==> config.mk <==
export PLATFORM = sky130hd
export DESIGN_NAME = uart_cmd_assembler
export DESIGN_NICKNAME = d
export VERILOG_FILES = /design/src/rtl/uart_cmd_assembler.sv
export SDC_FILE = /design/constraint.sdc
export NUM_CORES = 1
export LEC_CHECK = 0
export CAP_MARGIN = 40
export CELL_PAD_IN_SITES_DETAIL_PLACEMENT = 1
export CELL_PAD_IN_SITES_GLOBAL_PLACEMENT = 1
export CORE_UTILIZATION = 36
export CTS_CLUSTER_SIZE = 28
export DETAILED_ROUTE_END_ITERATION = 7
export PLACE_DENSITY = 0.88
export SYNTH_ARGS = -nofsm -noshare
export SYNTH_HDL_FRONTEND = slang
export SYNTH_SLANG_ARGS = --single-unit
==> constraint.sdc <==
create_clock -name clk -period 1.88 [get_ports clk]
set_input_delay 0.376 -clock clk [delete_from_list [all_inputs] [get_ports clk]]
set_output_delay 0.376 -clock clk [all_outputs]
set_load 0.01 [all_outputs]
==> src/rtl/uart_cmd_assembler.sv <==
// Assembles BYTES received bytes into one command word and holds it until the
// command processor releases it; stale partial commands are dropped after TIMEOUT idle cycles.
module uart_cmd_assembler #(
  parameter int BYTES     = 2,
  parameter int DATA_W    = 8,
  parameter int MSB_FIRST = 1,
  parameter int TIMEOUT   = 50000
) (
  input  logic                    clk,
  input  logic                    rst,
  input  logic [DATA_W-1:0]       rx_data,
  input  logic                    rx_rdy,
  output logic                    clr_rx_rdy,
  input  logic                    clr_cmd_rdy,
  output logic [BYTES*DATA_W-1:0] cmd,
  output logic                    cmd_rdy,
  output logic                    busy,
  output logic                    timeout_err,
  output logic                    dbg_state
);

  localparam int W     = BYTES * DATA_W;
  localparam int CNT_W = (BYTES > 1) ? $clog2(BYTES) : 1;
  localparam int TMR_W = (TIMEOUT > 0) ? $clog2(TIMEOUT + 1) : 1;
  localparam logic [CNT_W-1:0] CNT_LAST = CNT_W'(BYTES - 1);
  localparam logic [TMR_W-1:0] TMR_LAST = TMR_W'((TIMEOUT > 0) ? TIMEOUT - 1 : 0);

  typedef enum logic {
    ST_COLLECT = 1'b0,
    ST_HOLD    = 1'b1
  } state_t;

  state_t           r_state;
  state_t           w_state_next;
  logic [CNT_W-1:0] r_cnt;
  logic [TMR_W-1:0] r_timer;
  logic [W-1:0]     r_cmd;
  logic [W-1:0]     w_cmd_shift;
  logic             r_cmd_rdy;
  logic             r_timeout_err;
  logic             w_accept;
  logic             w_complete;
  logic             w_timeout_hit;

  // Handshakes: a byte transfers on every cycle where rx_rdy and clr_rx_rdy are both
  // high; a command is offered while cmd_rdy is high and consumed by one clr_cmd_rdy pulse.
  always_ff @(posedge clk) begin
    if (rst) r_state <= ST_COLLECT;
    else     r_state <= w_state_next;
  end

  always_comb begin
    w_state_next = r_state;
    case (r_state)
      ST_COLLECT: if (w_complete)  w_state_next = ST_HOLD;
      ST_HOLD:    if (clr_cmd_rdy) w_state_next = ST_COLLECT;
      default:                     w_state_next = ST_COLLECT;
    endcase
  end

  // A clear arriving with a byte restarts the command, so that byte counts as byte 0.
  always_comb begin
    w_accept      = rx_rdy && (r_state == ST_COLLECT) && !rst;
    w_complete    = w_accept && (clr_cmd_rdy ? (BYTES == 1) : (r_cnt == CNT_LAST));
    w_timeout_hit = (TIMEOUT > 0) && (r_state == ST_COLLECT) && (r_cnt != '0) &&
                    !w_accept && !clr_cmd_rdy && (r_timer == TMR_LAST);
  end

  generate
    if (BYTES == 1) begin : g_one
      assign w_cmd_shift = rx_data;
    end else if (MSB_FIRST != 0) begin : g_msb
      assign w_cmd_shift = {r_cmd[W-DATA_W-1:0], rx_data};
    end else begin : g_lsb
      assign w_cmd_shift = {rx_data, r_cmd[W-1:DATA_W]};
    end
  endgenerate

  always_ff @(posedge clk) begin
    if (rst) begin
      r_cnt         <= '0;
      r_timer       <= '0;
      r_cmd         <= '0;
      r_cmd_rdy     <= 1'b0;
      r_timeout_err <= 1'b0;
    end else begin
      r_timeout_err <= w_timeout_hit;
      if (w_accept) begin
        r_cmd   <= w_cmd_shift;
        r_timer <= '0;
        if (w_complete) begin
          r_cnt     <= '0;
          r_cmd_rdy <= 1'b1;
        end else if (clr_cmd_rdy) begin
          r_cnt <= CNT_W'(1);
        end else begin
          r_cnt <= r_cnt + CNT_W'(1);
        end
      end else if ((r_state == ST_COLLECT) && clr_cmd_rdy) begin
        r_cnt   <= '0;
        r_timer <= '0;
      end else if (w_timeout_hit) begin
        r_cnt   <= '0;
        r_timer <= '0;
      end else if ((TIMEOUT > 0) && (r_state == ST_COLLECT) && (r_cnt != '0)) begin
        r_timer <= r_timer + TMR_W'(1);
      end else begin
        r_timer <= '0;
      end
      if ((r_state == ST_HOLD) && clr_cmd_rdy) r_cmd_rdy <= 1'b0;
    end
  end

  assign clr_rx_rdy  = w_accept;
  assign cmd         = r_cmd;
  assign cmd_rdy     = r_cmd_rdy;
  assign busy        = (r_cnt != '0);
  assign timeout_err = r_timeout_err;
  assign dbg_state   = r_state;

endmodule
After elaboration in Yosys (flattened, before gate mapping) --
Index checks and enable logic that the tools add are counted.
Storage, ports and cells: logic and storage cells 36, input bits 12, output and inout bits 21, register bits after elaboration 36
Cells by class: reductions and logical operators 16, add/subtract/negate cells 2, equality and inequality tests 1, muxes and demuxes 9, bitwise operators 2
Operator list (number):
- $add A16 B1 Y16 const B | 1
- $eq A16 B16 Y1 const B | 1
- $logic_and A1 B1 Y1 | 9
- $mux W1 | 8
- $reduce_or A5 Y1 | 1
- $logic_not A1 Y1 | 3
- $reduce_bool A3 Y1 | 1
- $not A1 Y1 | 2
- $pmux W1 S2 | 1
- $reduce_and A2 Y1 | 1
- $reduce_or A2 Y1 | 1
- $add A1 B1 Y1 const B | 1

Longest topological paths before layout --
depth after elaboration 10, gate-level depth with buffers 6, depth with buffers taken out 5

Worst setup path after synthesis --
No wires, ideal clock.
path type register -> register, start register r_timer[0], end register r_timer[7], cell stages (with the launch flop) 7, setup slack 0.201 ns, clock period less this slack 1.679 ns, library setup time 0.118 ns, buffers on the path 1, arrival time 1.561 ns, required time 1.762 ns, cell sequence dfxtp_1 -> ha_1 -> nand3_1 -> nor4_1 -> a31o_4 -> buf_12 -> nor2_4
On the way: word-level cells in the longest chain between the ends 3, elaborated cells between the ends (all ways) 4, classes of those cells add/sub (1); eq/ne (1); reduce/logical (2)
Ends and longest elaborated chain:
- start, declared | line 36 | logic [TMR_W-1:0] r_timer;
- start signal, assigned | line 106 | r_timer <= r_timer + TMR_W'(1);
- parallel branches: the longest is 3 deep, another holds $add A16 B1 Y16
Parallel ways; which one is timed is not known. A chain may end at the register's enable or synchronous reset.

Worst setup path after layout --
start input port rst, end register r_timer[4]
On the way: word-level cells in the longest chain between the ends 7
Ends and longest elaborated chain:
- start, declared | line 10 | input logic rst,
- $logic_not A1 Y1 | line 63 | w_accept = rx_rdy && (r_state == ST_COLLECT) && !rst;
- $logic_and A1 B1 Y1 | line 63
- $logic_not A1 Y1 | line 66 | !w_accept && !clr_cmd_rdy && (r_timer == TMR_LAST);
- $logic_and A1 B1 Y1 | line 65 | w_timeout_hit = (TIMEOUT > 0) && (r_state == ST_COLLECT) && (r_cnt != '0) &&
- $logic_and A1 B1 Y1 (2 in a row) | line 66
- $reduce_or A5 Y1 (no line) *
Mark *: on every way between the ends. The rest lies on a longest branch, timed or not.

==> results by group <==
Finish
  – Area Overhead vs Synth: 36.19%
  – Layout cell share with drive strength beyond 1: 15.00%
  – Final Util: 51.20%
  – Nets@finish: roughly 230
  – Layout fillers: 491
  – Antenna cell count: 0
  – Finished Cell Area: about 2000 um2

Detailed routing
  – Post-route ant nets: 0
  – DR pass1 iterations: 4
  – Vias/cell: 4.993
  – Routed WL: 3734 um
  – Initial DRC Count: 63
  – Routed wire per std cell: 13.83 um
  – DRC: 0
  – Vias: 1348

Critical path
  – Slowest CP cell: or4b_1
  – Setup Crit Path Kind: primary input to flop
  – RR Endpoint: r_timer[4]
  – CP max FO: 7
  – Worst setup EP type: flop
  – Worst path max stage delay: 540 ps
  – Crit path buffers/inverters: 1
  – Crit path max-delay family: simple AND/OR/NAND/NOR gates
  – Worst reg2reg setup slack: 170 ps
  – CP arrival: between 2000 and 2500 ps
  – R2R cell count: 4
  – Worst Setup Start Kind: primary input
  – Worst R2R Start: dbg_state
  – WP data required: 2110 ps
  – Crit-path cells: clkdlybuf4s50_1 -> or4b_1 -> or2_4 -> a31o_2 -> nor2_1

STA
  – Achievable Freq: 0.5466 GHz
  – Slew HR: 74.01%
  – Setup TNS: 0 ps
  – Final Skew: 6.468 ps
  – RSZ-0062 raised after global routing: no
  – Min Tclk post-route: 1829 ps
  – Final setup violation count: 0
  – Final Max Slew Viols: 0
  – Worst-Margin Slew: 388.9 ps
  – Final hold vios: 0
  – Fin worst setup slack: between 50 and 60 ps
  – Final period util: 97.31%

Status
  – Status: completed

Clock tree
  – CTS tree: done
  – Clk_lat worst skew: between 200 and 300 ps
  – Post-CTS Hold Buffers: 0
  – Clock root buffer: clkbuf_8
  – Sink Count: 36
  – Clk slew on worst S/H paths: 70 ps
  – Htree depth: 2
  – Clock Tree Buf Depth: 2
  – Total CTS buffers: 5

Synthesis
  – Post-synthesis cell count: roughly 180
  – Ys flop type: dfxtp_1
  – Post-synth top area share: 47.92%
  – Post-Syn Area per Cell: 8.594 um2
  – Most common cell in the synthesized netlist: nand2_1
  – Synth cell count leaders: 38 x nand2_1, 36 x dfxtp_1, 19 x a21oi_1
  – Asr flop ratio synth: 0%
  – Ys Warns: 0
  – FF+latch count, synth: 36
  – Synth area leaders: dfxtp_1 48%, nand2_1 9.5%, a21oi_1 6.3%
  – Synthesized area: 1504 um2
  – Yosys cell types: 34
  – Post-synth EDFFs: 0
  – Register area share after synthesis: a little under half
  – Synth area leader: dfxtp_1
  – Mapped Nets: 188

Pwr
  – Leakage power: 0.6940 nW
  – VDD IR max: 305.6 uV
  – PwrDens: 782.5 nW/um2

Hold path
  – Hold path startpoint: cmd[14]
  – WHS Path Cells: 2
  – Worst hold-check path type: flop to flop
  – Hold Path End: cmd[14]

Floorplan
  – Initial cell density of the core: 37.60%
  – Die Wd: 66.64 um
  – Total die area: roughly 4400 um2
  – Placeable Area: 4000 um2
  – Row Count: 23
  – Die Ht: 66.64 um
  – Io pins: 33

Place
  – Dpl cell area: just under 2000 um2
  – GPL Wtd Cong: 0.7847
  – Pre-CTS WS: -259.8 ps
  – IO Port Bufs: 32
  – Post-DP HPWL: 2634 um

Global route
  – Largest net degree at the start of global routing: 19
  – Vias in the first global route: 1282
  – Total grt overflow: 0
  – Global-route wire length before repair: between 5000 and 6000 um
  – Initial antenna violation count: 0
  – GRT Overall Usage: 17.98%

Job
  – Max cap viols: 0
report_power, final:
group / internal (mW) / switching, mW
combinational: 0.0809 / 0.0656
clock: 0.393 / 0.265
sequential: 0.782 / 0.0162
total: 1.26 / 0.346
worst min-delay path, cell delays in order, from the launching register on:
cell and delay (ps):
dfxtp_1 310, nand2_1 50, a21oi_1 50
stage by stage:
step	total power [mW]	instances	hold slack (ps)
2_1_floorplan	0.8730	175	434.7
3_3_place_gp	0.9583	261	441.6
3_5_place_dp	0.9632	261	453.7
4_1_cts	1.618	269	463.6
5_1_grt	1.666	270	478.4
6_report	1.603	270	458.2
state kept, by name, indices dropped and copies added, names as in the netlist:
signal       count
cmd             16
r_timer         16
busy             1
cmd_rdy          1
dbg_state        1
timeout_err      1
logic make-up after synthesis:
logic type / count (synthesis) / synth area share, %
flip-flops: 36 / 47.92
XOR/XNOR: 13 / 7.571
buffers and inverters: 11 / 3.827
AO/OA/AOI/OAI: 25 / 10.07
AND/OR/NAND/NOR: 89 / 29.78
adder cells (fa/ha/maj): 1 / 0.8318
how the worst max path moves through the flow:
stage                     from          end  slack [ps]  cells after the start
finish                     rst   r_timer[4]          50                      5
global route               rst   r_timer[8]           6                      5
floorplan           r_timer[0]   r_timer[7]         200                      6
global placement           rst   clr_rx_rdy        -230                      4
CTS                        rst  r_timer[15]          30                      5
detailed placement         rst  r_timer[15]        -260                      5
layout make-up:
| cell class | instances | area, um2 | area share [%] |
|---|---|---|---|
| tap | 50 | 62.56 | 3.054 |
| sequential | 36 | 720.7 | 35.19 |
| timing repair buffer | 44 | 409.1 | 19.98 |
| multi-input combinational | 129 | 737.0 | 35.98 |
| clock buffer | 6 | 72.57 | 3.543 |
| inverter | 3 | 11.26 | 0.5498 |
| clock inverter | 2 | 35.03 | 1.710 |
repair_timing:
action,in CTS,in global routing
gates cloned,0,1
hold endpoints to repair,0,0
gates resized for setup,1,1
endpoints found under the setup margin,1,7
buffers inserted,0,0
metal layers:
layer | GRT usage (%) | routed length [um]
met3 | 6.678 | 201
met1 | 20.06 | 1639
met4 | 5.585 | 26
met2 | 31.31 | 1866
met5 | 0 | 0
cells in the final DEF (no fill, tap or decap), types with 2 or more instances in the layout:
cell type / synthesis / final
and3_1: 2 / 2
nand2_1: 38 / 38
clkdlybuf4s50_1: 0 / 31
nand2b_1: 2 / 2
nor4_1: 3 / 3
xnor2_1: 7 / 7
nand4_1: 4 / 4
nor2_2: 9 / 9
dfxtp_1: 36 / 36
nor2_1: 10 / 10
nor3_1: 3 / 3
buf_4: 0 / 12
inv_1: 3 / 3
xor2_1: 6 / 6
a21oi_1: 19 / 19
nand3_1: 8 / 8
clkbuf_8: 0 / 5
(Power assumes the default switching activity.)
